File: config.mk
export PLATFORM = sky130hd
export DESIGN_NAME = serial_shift_scheduler
export DESIGN_NICKNAME = d
export VERILOG_FILES = /design/src/rtl/serial_sched_pkg.sv /design/src/rtl/rr_arbiter.sv /design/src/rtl/serial_shift_scheduler.sv
export SDC_FILE = /design/constraint.sdc
export NUM_CORES = 1
export LEC_CHECK = 0
export ABC_AREA = 1
export BUFFER_PORTS_ARGS = -buffer_cell sky130_fd_sc_hd__buf_2
export CORE_ASPECT_RATIO = 0.9
export CORE_MARGIN = 4
export CORE_UTILIZATION = 57
export DETAILED_ROUTE_END_ITERATION = 16
export MAX_ROUTING_LAYER = met4
export PLACE_DENSITY = 0.86
export SYNTH_ARGS = -nofsm -noshare
export SYNTH_HDL_FRONTEND = slang
export SYNTH_HIERARCHICAL = 1
export SYNTH_SLANG_ARGS = --single-unit
File: constraint.sdc
create_clock -name clk -period 4.5 [get_ports clk]
set_input_delay 0.675 -clock clk [delete_from_list [all_inputs] [get_ports clk]]
set_output_delay 0.675 -clock clk [all_outputs]
set_load 0.03 [all_outputs]
File: src/rtl/serial_sched_pkg.sv
// Shared definitions for the serial shift scheduler.
//   sched_state_t : FSM state encoding (IDLE / SHIFT / GAP)
//   idx_width()   : bits needed for a requester index (never less than 1)
//   count_width() : bits needed for a counter that runs from 0 to n-1 (never less than 1)
package serial_sched_pkg;

  typedef enum logic [1:0] {
    ST_IDLE  = 2'd0,
    ST_SHIFT = 2'd1,
    ST_GAP   = 2'd2
  } sched_state_t;

  // Narrowest legal frame and requester count
  localparam int SCHED_MIN_WIDTH = 2;
  localparam int SCHED_MIN_NREQ  = 2;

  function automatic int idx_width(input int n);
    return (n > 1) ? $clog2(n) : 1;
  endfunction

  function automatic int count_width(input int n);
    return (n > 1) ? $clog2(n) : 1;
  endfunction

endpackage

File: src/rtl/rr_arbiter.sv
// Purely combinational round-robin arbiter.
//   req        : per-requester request vector
//   last_grant : index granted most recently; search starts one above it
//   enable     : when low, no grant is issued
//   grant      : one-hot grant (all zero when nothing is requested or disabled)
//   grant_idx  : encoded index of the granted requester (0 when no grant)
module rr_arbiter
  import serial_sched_pkg::*;
#(
  parameter int NREQ = 4
) (
  input  logic [NREQ-1:0]              req,
  input  logic [idx_width(NREQ)-1:0]   last_grant,
  input  logic                         enable,
  output logic [NREQ-1:0]              grant,
  output logic [idx_width(NREQ)-1:0]   grant_idx
);

  localparam int IDX_W = idx_width(NREQ);

  logic found;
  int   cand;

  // Walk the requesters in priority order last_grant+1, +2, ... wrapping
  // around; the requester just served is examined last.
  always_comb begin
    grant     = '0;
    grant_idx = '0;
    found     = 1'b0;
    cand      = 0;
    if (enable) begin
      for (int k = 1; k <= NREQ; k++) begin
        cand = (int'(last_grant) + k) % NREQ;
        if (!found && req[IDX_W'(cand)]) begin
          found                  = 1'b1;
          grant[IDX_W'(cand)]    = 1'b1;
          grant_idx              = IDX_W'(cand);
        end
      end
    end
  end

endmodule

File: src/rtl/serial_shift_scheduler.sv
// Time-shares one serial shift-out path between NREQ parallel-word requesters.
// A round-robin arbiter picks one requester per frame; its word is loaded into
// a shift register and sent MSB-first, followed by GAP_CYCLES idle cycles.
//   clk         : rising-edge clock
//   reset       : asynchronous, active-low; aborts any frame in progress
//   req_valid   : per-requester word available
//   req_data    : requester i word at bits [i*WIDTH +: WIDTH]
//   req_ready   : one-hot grant, combinational, only while idle
//   serial_out  : current serial bit (0 outside a frame)
//   shift_en    : high on every cycle carrying a valid serial bit
//   frame_start : high on the first bit of a frame
//   owner       : index of the requester currently shifting
//   busy        : high while shifting or in the inter-frame gap
module serial_shift_scheduler
  import serial_sched_pkg::*;
#(
  parameter int WIDTH      = 8,
  parameter int NREQ       = 4,
  parameter int GAP_CYCLES = 1
) (
  input  logic                        clk,
  input  logic                        reset,
  input  logic [NREQ-1:0]             req_valid,
  input  logic [NREQ*WIDTH-1:0]       req_data,
  output logic [NREQ-1:0]             req_ready,
  output logic                        serial_out,
  output logic                        shift_en,
  output logic                        frame_start,
  output logic [idx_width(NREQ)-1:0]  owner,
  output logic                        busy
);

  localparam int IDX_W = idx_width(NREQ);
  localparam int CNT_W = count_width(WIDTH);
  localparam int GAP_W = count_width((GAP_CYCLES > 0) ? GAP_CYCLES : 1);

  localparam logic [CNT_W-1:0] CNT_LAST = CNT_W'(WIDTH - 1);
  localparam logic [GAP_W-1:0] GAP_LAST = GAP_W'((GAP_CYCLES > 0) ? GAP_CYCLES - 1 : 0);

  sched_state_t        state_q, state_d;
  logic [WIDTH-1:0]    shreg_q, shreg_d;
  logic [CNT_W-1:0]    cnt_q, cnt_d;
  logic [GAP_W-1:0]    gap_q, gap_d;
  logic [IDX_W-1:0]    owner_q, owner_d;
  logic [IDX_W-1:0]    last_q, last_d;

  logic [NREQ-1:0]     grant;
  logic [IDX_W-1:0]    grant_idx;
  logic                arb_en;
  logic                handshake;
  logic [WIDTH-1:0]    sel_word;

  // Reset is folded into the enable so req_ready reads all-zero while reset
  // is held low, even though the FSM already sits in IDLE.
  assign arb_en = (state_q == ST_IDLE) && reset;

  rr_arbiter #(
    .NREQ (NREQ)
  ) u_arb (
    .req        (req_valid),
    .last_grant (last_q),
    .enable     (arb_en),
    .grant      (grant),
    .grant_idx  (grant_idx)
  );

  assign req_ready = grant;
  // The arbiter only grants a requesting input, so any grant is a transfer.
  assign handshake = |grant;

  // One-hot mux of the granted word.
  always_comb begin
    sel_word = '0;
    for (int i = 0; i < NREQ; i++) begin
      if (grant[i]) begin
        sel_word = sel_word | req_data[i*WIDTH +: WIDTH];
      end
    end
  end

  always_comb begin
    state_d = state_q;
    shreg_d = shreg_q;
    cnt_d   = cnt_q;
    gap_d   = gap_q;
    owner_d = owner_q;
    last_d  = last_q;
    case (state_q)
      ST_IDLE: begin
        if (handshake) begin
          shreg_d = sel_word;
          owner_d = grant_idx;
          last_d  = grant_idx;
          cnt_d   = '0;
          state_d = ST_SHIFT;
        end
      end
      ST_SHIFT: begin
        shreg_d = {shreg_q[WIDTH-2:0], 1'b0};
        cnt_d   = cnt_q + CNT_W'(1);
        if (cnt_q == CNT_LAST) begin
          cnt_d   = '0;
          gap_d   = '0;
          state_d = (GAP_CYCLES == 0) ? ST_IDLE : ST_GAP;
        end
      end
      ST_GAP: begin
        if (gap_q == GAP_LAST) begin
          gap_d   = '0;
          state_d = ST_IDLE;
        end else begin
          gap_d = gap_q + GAP_W'(1);
        end
      end
      default: begin
        state_d = ST_IDLE;
      end
    endcase
  end

  // Pointer resets to NREQ-1 so requester 0 is searched first after reset.
  always_ff @(posedge clk or negedge reset) begin
    if (!reset) begin
      state_q <= ST_IDLE;
      shreg_q <= '0;
      cnt_q   <= '0;
      gap_q   <= '0;
      owner_q <= '0;
      last_q  <= IDX_W'(NREQ - 1);
    end else begin
      state_q <= state_d;
      shreg_q <= shreg_d;
      cnt_q   <= cnt_d;
      gap_q   <= gap_d;
      owner_q <= owner_d;
      last_q  <= last_d;
    end
  end

  // All status outputs are decoded from registers only.
  assign shift_en    = (state_q == ST_SHIFT);
  assign serial_out  = shift_en && shreg_q[WIDTH-1];
  assign frame_start = shift_en && (cnt_q == '0);
  assign busy        = (state_q != ST_IDLE);
  assign owner       = owner_q;

endmodule

### After elaboration in Yosys (flattened, before gate mapping)

Index checks and enable logic that the tools add are counted.
W data, S select, Z words.

* bits in latches: 0
* flip-flop bits (word level): 18
* RAM bits: 0
* word-level logic and storage cells: 110
* memories kept: 0
* ROM bits: 0
* bits of input ports: 38
* output and inout port bits: 10

* equal/unequal tests: 6
* divide/modulo/power cells: 0
* multiply operators: 0
* multiplexer cells: 55
* add/subtract/negate cells: 6
* reduce and logical (&&, ||, !) cells: 23
* order comparisons: 8
* bitwise gates (word level): 6
* shift operators: 0

Operators with widths (count)
* $mux W8: 5
* $mux W4: 8
* $or A8 B8 Y8: 3
* $mux W1: 20
* $lt A2 B4 Y1 const B: 4
* $mux W2: 8
* $pmux W8 S2: 1
* $or A4 B4 Y4: 3
* $logic_and A1 B1 Y1: 10
* $bmux W1 S2: 4
* $demux W1 S2: 4
* $ge A2 B1 Y1 const B: 4
* $mux W3: 2
* $pmux W2 S3: 1
* $pmux W3 S2: 1
* $reduce_and A2 Y1: 3
* $reduce_bool A2 Y1: 3
* $add A2 B1 Y2 const B: 2
* $add A2 B2 Y2 const B: 2
* $ne A2 B2 Y1 const B: 2
* $reduce_or A4 Y1: 1
* $add A3 B1 Y3 const B: 1
* $eq A3 B3 Y1 const B: 1
* $logic_not A1 Y1: 3
* other kinds (8): 8

### Depth between registers and ports, before layout

Gate-level depths: netlist of run 1.

* depth in word-level cells: 27
* mapped depth: 19
* gate-level depth less buffers: 17

### Cells and area by module

Netlist of run 1, hierarchy kept.

Modules (own cells, without submodules)
* serial_shift_scheduler: cells an instance 144, area each 1097.3 um2, seq. area each 427.9 um2, times used 1
* rr_arbiter: cells an instance 106, area each 601.8 um2, seq. area each 0.0 um2, times used 1

### Worst setup path after synthesis of run 1

OpenSTA, ideal clock, no wires.

* kind: flip-flop to flip-flop
* start point: reg last_q[0]
* end point: reg shreg_q[3]
* required time: 4.376 ns
* period minus slack after synthesis: 2.793 ns
* library setup time: 0.124 ns
* stages on the path, launching flop included: 20
* arrival: 2.670 ns
* setup slack: 1.707 ns
* buffers on the path: 4
* cell sequence: dfstp_2 > buf_6 > inv_8 > ha_1 > inv_1 > nand2_8 > nand2_4 > nor2_4 > buf_6 > nand3_1 > nand3_1 > nand2_1 > inv_1 > buf_4 > nor2_8 > nand2_2 > nand3_2 > buf_6 > nand3_2 > nand3_1

* elaborated cells on any way between the ends: 71
* those cells by class: add/sub: 4; order compare: 8; eq/ne: 1; mux: 40; bitwise: 6; reduce/logical: 12

RTL lines
* start, declared: RTL line serial_shift_scheduler.sv:45 `logic [IDX_W-1:0] last_q, last_d;`
* start signal, assigned: RTL line serial_shift_scheduler.sv:129 `last_q <= IDX_W'(NREQ - 1);`
* start signal, assigned: RTL line serial_shift_scheduler.sv:136 `last_q <= last_d;`
* parallel branches: the longest is 16 deep, another holds $lt A2 B4 Y1
* $mux W4 (*): RTL line rr_arbiter.sv:34 `if (!found && req[IDX_W'(cand)]) begin`
* $mux W4 (*): RTL line rr_arbiter.sv:31 `if (enable) begin`
* net req_ready[1]: RTL line serial_shift_scheduler.sv:25 `output logic [NREQ-1:0] req_ready,`
* $mux W8: RTL line serial_shift_scheduler.sv:75 `if (grant[i]) begin`
* $or A8 B8 Y8: RTL line serial_shift_scheduler.sv:76 `sel_word = sel_word | req_data[i*WIDTH +: WIDTH];`
* $mux W8: RTL line serial_shift_scheduler.sv:75
* $or A8 B8 Y8: RTL line serial_shift_scheduler.sv:76
* $mux W8: RTL line serial_shift_scheduler.sv:75
* $mux W8: RTL line serial_shift_scheduler.sv:90 `if (handshake) begin`
* $pmux W8 S2: RTL line serial_shift_scheduler.sv:88 `case (state_q)`
* end signal, assigned: RTL line serial_shift_scheduler.sv:132 `shreg_q <= shreg_d;`
* end, declared: RTL line serial_shift_scheduler.sv:41 `logic [WIDTH-1:0] shreg_q, shreg_d;`

Mark *: on every way through the listed nets, which the timed path passes. The select of a mux whose other input is x is not followed.
A chain may end at the register's enable or synchronous reset.

### Final worst setup path of run 1

* start point: reg last_q[0]
* end point: out req_ready[3]

* word-level cells in the longest chain between the ends: 18
* elaborated cells on any way between the ends: 59
* those cells by class: add/sub: 4; order compare: 8; mux: 34; bitwise: 3; reduce/logical: 10

RTL lines (RTL line)
* parallel branches: the longest is 16 deep, another holds $lt A2 B4 Y1
* $mux W4 (*): rr_arbiter.sv:34
* $mux W4 (*): rr_arbiter.sv:31
* end, declared: serial_shift_scheduler.sv:25

Every way passes the cells marked *. The select of a mux whose other input is x is not followed.

==> impl_metrics.py, run 1 <==
metrics = {
    "worst_setup_path": {
        "cp_top_family": "buffers and inverters",
        "path_max_fanout": 13,
        "worstSetupStartpointType": "flop",
        "crit_buf_inv": 4,
        "required_ns": 3.83,
        "cp_slowest_cell": "dfstp_2",
        "cp_cell_sequence": "inv_8 > ha_1 > inv_1 > nand2_8 > nand2_4 > nor2_4 > nand3_1 > nand3_1 > nand2_1 > inv_1 > buf_2",
        "cp.arrival_ns": 2.89,
        "setup.worst_path.class": "flop to output port",
        "slowest_delay_ns": 0.73,
        "end_kind": "output port",
    },
    "synthesis": {
        "synth_top_cell_area_share": 0.232,
        "synth_cells": 250,
        "yosysSeqAreaShare": 0.252,
        "yosys.area_share.xor_xnor": 0,
        "synth_top_family_by_area": "simple AND/OR/NAND/NOR gates",
        "syn_area_um2": 1700,
        "synth.mux.area_fraction": 0,
        "yosysUniqueCellTypes": 25,
        "synthAdderAreaFrac": 0.0810,
        "synth_fp_nets": 299,
        "synth_compound_area_frac": 0.0670,
        "synth_seq_cells": 17,
        "yosysWarningCount": 6,
        "syn_avg_cell_area_um2": 6.80,
        "synth_simple_gate_area_frac": 0.482,
        "synth.area.top_cells": "nand2_1, dfrtp_1, ha_1",
        "synth_top_area_cell": "nand2_1",
    },
    "placed_design": {
        "port_buffers": 47,
        "dp_hpwl_um": 3060,
        "gp_congestion": 1.07,
    },
    "routing": {
        "drcViolationCount": 0,
        "wire_per_inst_um": 11.5,
        "vias": 1680,
        "wl_um": 3830,
        "firstDrtPassIters": 4,
        "ant_nets": 0,
        "routed_via_density": 5.06,
        "drtIter0Drc": 110,
    },
    "final_layout": {
        "final.fill_count": 257,
        "layout-drive-gt1-share": 0.271,
        "final_nets": 342,
        "diodes": 0,
        "syn_to_final_growth_pct": 13.2,
    },
    "timing": {
        "fin_crit_sh": 0.793,
        "fmax_mhz": 280,
        "maxSlewViolCount": 0,
        "setup_viol": 0,
        "worst_pin_slew_ns": 0.411,
        "slew_headroom": 0.726,
        "finalCriticalPeriod_ns": 3.57,
        "rsz0062_at_grt": "false",
        "hold_viol_final": 0,
        "setup_tns_ns": 0,
        "whs_ns": 0.284,
        "finalClockSkew_ns": 0.00126,
    },
    "grt": {
        "grt-ovfl-total": 0,
        "grt_antenna_before_repair": 0,
        "grt_max_degree": 19,
        "grt_pass1_wl_um": 6680,
        "first_global_vias": 1516,
        "grt_util_all_layers": 0.223,
    },
    "floorplan": {
        "coreArea_um2": 2790,
        "die_area_um2": 3920,
        "die_h_um": 59.8,
        "rows": 18,
        "die_w_um": 65.6,
        "start_util": 0.608,
        "top_level_ports": 48,
    },
    "clocking": {
        "cts_tree": "built",
        "ctsHoldBuffers": 0,
        "clock-sinks": 17,
        "cts-root-buf": "clkbuf_4",
        "clk_pin_slew_ns": 0.09,
        "cts_buffers": 3,
        "cts_setup_buffers": 0,
        "cts_buffer_depth": 2,
        "ctsResizeCount": 0,
        "clk_latency_ns": 0.29,
        "htree_levels": 1,
    },
    "pwr": {
        "p_per_area_nw_per_um2": 542,
        "power.leakage_nw": 1.07,
        "vdd_drop_max_uv": 331,
    },
    "job": {
        "cap_violations": 0,
    },
    "run_status": {
        "status": "finished clean",
    },
    "worst_hold_path": {
        "hold_path.class": "input port to async pin",
    },
}
-- sequential cells by signal (all words and copies together), names as in the netlist --
name and cells:
cnt_q 3, last_q 2, owner 2, shreg_q 8, state_q 2
-- cells in the final DEF, fill, tap and decap left out, drive strengths merged --
| master | Yosys | layout |
|---|---|---|
| nand2 | 112 | 112 |
| buf | 9 | 47 |
| nand3 | 34 | 34 |
| inv | 28 | 28 |
| dfrtp | 15 | 15 |
| a21oi | 13 | 13 |
| nor2 | 13 | 13 |
| ha | 11 | 11 |
| nand4 | 6 | 6 |
| o21ai | 6 | 6 |
| clkbuf | 0 | 4 |
| dfstp | 2 | 2 |
| o21a | 1 | 1 |
-- power breakdown --
group          switching, mW  leakage, nW  internal (mW)
combinational          0.477        0.835          0.219
clock                 0.0463       0.0150         0.0345
sequential            0.0518        0.220          0.214
-- through the flow --
step	total power, mW	instances	setup WS (ns)	util	area [um^2]
detailed placement	0.963	328	1.23	0.679	1900
global placement	0.952	328	1.33	0.679	1900
floorplan	0.853	250	1.71	-	1700
global route	1.16	332	0.678	0.689	1920
CTS	1.05	332	0.895	0.689	1920
finish	1.04	332	0.930	0.689	1920
-- worst reg2reg max path, cell delays in order, from the launching register on --
cell and delay, ns:
dfstp_2 0.73, inv_8 0.10, ha_1 0.36, inv_1 0.13, nand2_8 0.11, nand2_4 0.06
nor2_4 0.24, nand3_1 0.11, nand3_1 0.09, nand2_1 0.05, inv_1 0.33, nor2_8 0.08
nand2_2 0.09, nand3_2 0.24, nand2_2 0.21, nand2_1 0.07, nand2_1 0.05
-- cells by family (layout without fill, tap and decap cells) --
kind of cell             after synthesis  count (layout)
buffers and inverters                 37              79
AO/OA/AOI/OAI                         20              20
flip-flops                            17              17
AND/OR/NAND/NOR                      165             165
adder cells (fa/ha/maj)               11              11
-- final cells by class --
type                    count  area (um^2)  area share
multi-input cells         196         1070       0.557
flip-flops and latches     17          428       0.223
repair buffers             47          235       0.122
inverters                  28          113      0.0586
well taps                  40         50.0      0.0260
clock buffers               4         26.3      0.0137
-- metal layers --
layer  track usage  vias to the layer above  part of all wire
met5             -                        -                 0
met4        0.0710                        0             0.011
met3        0.0263                        4             0.067
met2         0.339                       60              0.43
met1         0.310                      741              0.49
li1              -                      875                 -
-- path summary, 6_finish.rpt --
| path | startpoint | slack, ns | cells past startpoint | end |
|---|---|---|---|---|
| worst max-delay path | last_q[0] | 0.93 | 11 | req_ready[3] |
| worst min-delay path | reset | 0.28 | 1 | shreg_q[2] |
| worst max register to register | last_q[0] | 1.40 | 16 | shreg_q[2] |
| worst min register to register | shreg_q[1] | 0.49 | 2 | shreg_q[1] |
| max in group asynchronous | reset | 3.90 | 1 | last_q[0] |
| min in group clk | shreg_q[1] | 0.49 | 2 | shreg_q[1] |
-- synth_stat cells, drive strengths merged --
cell,instances
a21oi,13
buf,9
dfrtp,15
dfstp,2
ha,11
inv,28
nand2,112
nand3,34
nand4,6
nor2,13
o21a,1
o21ai,6
Power figures use the tool's default switching activity.
==> run 2, diff against run 1 <==
--- a/config.mk
+++ b/config.mk
@@ -9,10 +9,10 @@
 export BUFFER_PORTS_ARGS = -buffer_cell sky130_fd_sc_hd__buf_2
 export CORE_ASPECT_RATIO = 0.9
 export CORE_MARGIN = 4
-export CORE_UTILIZATION = 57
+export CORE_UTILIZATION = 47
 export DETAILED_ROUTE_END_ITERATION = 16
 export MAX_ROUTING_LAYER = met4
-export PLACE_DENSITY = 0.86
+export PLACE_DENSITY = 0.76
 export SYNTH_ARGS = -nofsm -noshare
 export SYNTH_HDL_FRONTEND = slang
 export SYNTH_HIERARCHICAL = 1
==> constraint.sdc (replaced) <==
create_clock -name clk -period 3 [get_ports clk]
set_input_delay 0.45 -clock clk [delete_from_list [all_inputs] [get_ports clk]]
set_output_delay 0.45 -clock clk [all_outputs]
set_load 0.03 [all_outputs]
==> impl_metrics.py, run 2 (synthesis results as in run 1) <==
metrics = {
    "timing": {
        "fmax_mhz": 352,
        "finalCriticalPeriod_ns": 2.84,
        "fin_crit_sh": 0.947,
        "worst_pin_slew_ns": 0.418,
        "finalClockSkew_ns": 0.00186,
        "hold_viol_final": 0,
        "setup_viol": 0,
        "slew_headroom": 0.720,
        "maxSlewViolCount": 0,
    },
    "worst_setup_path": {
        "end_kind": "output port",
        "cp.arrival_ns": 2.39,
        "crit_buf_inv": 5,
        "setup.worst_path.class": "flop to output port",
        "worstRegToRegCells": 17,
        "path_max_fanout": 13,
        "r2r_end": "shreg_q[2]",
        "cp_top_family": "buffers and inverters",
        "slowest_delay_ns": 0.58,
        "r2r-start": "last_q[0]",
        "required_ns": 2.55,
        "reg2reg_setup_slack_ns": 0.34,
        "cp_cell_sequence": "inv_8 > ha_1 > inv_1 > nand3_1 > nand2_1 > nand2_1 > inv_2 > nand3_1 > nand3_1 > nand2_1 > inv_2 > buf_2",
        "cp_slowest_cell": "dfstp_2",
        "worstSetupStartpointType": "flop",
    },
    "clocking": {
        "cts_tree": "built",
        "clk_latency_ns": 0.25,
        "cts-root-buf": "clkbuf_8",
        "clock-sinks": 17,
        "ctsHoldBuffers": 0,
        "htree_levels": 1,
        "clk_pin_slew_ns": 0.06,
        "cts_buffers": 3,
        "cts_buffer_depth": 2,
    },
    "final_layout": {
        "reg_top3": "shreg_q (8), cnt_q (3)",
        "layout-drive-gt1-share": 0.308,
        "layout_common_cells": "nand2_1, buf_2, nand3_1, inv_1, dfrtp_1",
        "top_register": "shreg_q",
        "final_nets": 352,
        "syn_to_final_growth_pct": 19.2,
        "largest_register_ffs": 8,
        "utilization": 0.591,
        "final.fill_count": 343,
        "diodes": 0,
        "fin_cells": 346,
        "final_common_cell": "nand2_1",
    },
    "routing": {
        "firstDrtPassIters": 5,
        "vias": 1669,
        "routed_via_density": 4.82,
        "drtIter0Drc": 128,
        "wire_per_inst_um": 11.3,
        "wl_um": 3920,
        "ant_nets": 0,
        "drcViolationCount": 0,
    },
    "placed_design": {
        "port_buffers": 47,
        "dp_cells": 339,
        "dp_hpwl_um": 3030,
        "gp_congestion": 0.904,
    },
    "grt": {
        "first_global_vias": 1569,
        "busiest_layer": "met2",
        "grt-ovfl-total": 0,
        "grt_util_all_layers": 0.182,
        "grt_antenna_before_repair": 0,
        "grt_max_degree": 18,
        "grt_pass1_wl_um": 6790,
        "met1_usage": 0.255,
        "use_met2": 0.274,
        "grt_use_met3": 0.0264,
    },
    "floorplan": {
        "top_level_ports": 48,
        "coreArea_um2": 3430,
        "die_w_um": 71.4,
        "start_util": 0.496,
        "rows": 20,
        "die_h_um": 65.0,
        "die_area_um2": 4640,
    },
    "job": {
        "cap_violations": 0,
    },
    "pwr": {
        "vdd_drop_max_uv": 394,
        "finalPower_mw": 1.68,
        "power.leakage_nw": 1.12,
        "p_per_area_nw_per_um2": 830,
    },
    "run_status": {
        "status": "finished clean",
    },
    "worst_hold_path": {
        "hold_path.class": "input port to async pin",
    },
}
run 2: cell count changes in the layout (fill, tap and decap cells not counted):
cell	delta
buf_4	+9
inv_1	-4
inv_2	+4
clkbuf_4	-3
clkbuf_8	+3
nor2_4	+1
run 2: routing by layer:
layer | routed length [um] | part of all wire
met1 | 1920 | 0.49
met2 | 1700 | 0.43
met5 | 0 | 0
met3 | 258 | 0.066
met4 | 40 | 0.010
run 2: power breakdown:
group          total (mW)  switching, mW  internal (mW)
combinational        1.14          0.765          0.378
sequential          0.372         0.0516          0.321
clock               0.166         0.0720         0.0941
total                1.68          0.889          0.793
run 2: layout make-up:
| type | count | area (um^2) | share of cell area |
|---|---|---|---|
| Inverter | 28 | 113 | 0.0556 |
| Multi-Input combinational cell | 197 | 1080 | 0.534 |
| Tap cell | 44 | 55.1 | 0.0272 |
| Timing Repair Buffer | 56 | 303 | 0.149 |
| Clock buffer | 4 | 45.0 | 0.0222 |
| Sequential cell | 17 | 428 | 0.211 |
run 2: timing repair:
| action | CTS | global route |
|---|---|---|
| setup endpoints to repair | 0 | 9 |
| buffers inserted | 0 | 2 |
| resized for setup | 0 | 5 |
run 2: worst max-delay path by stage:
stage          depth (start not counted)      start            to
2_1_floorplan                         19  last_q[0]    shreg_q[3]
3_3_place_gp                          15  last_q[0]      cnt_q[0]
3_5_place_dp                          15  last_q[0]      cnt_q[2]
4_1_cts                               11  last_q[0]  req_ready[3]
5_1_grt                               12  last_q[0]  req_ready[1]
6_report                              12  last_q[0]  req_ready[2]
run 2: per-stage QoR:
stage          hold WS, ns  setup TNS, ns  cell area (um^2)  setup WS (ns)
5_1_grt              0.171       -0.00715              2030       -0.00715
3_3_place_gp         0.422              0              1950          0.294
2_1_floorplan        0.154              0              1700          0.207
3_5_place_dp         0.420              0              1950          0.220
6_report             0.147              0              2030          0.159
4_1_cts              0.149              0              2000        0.00570
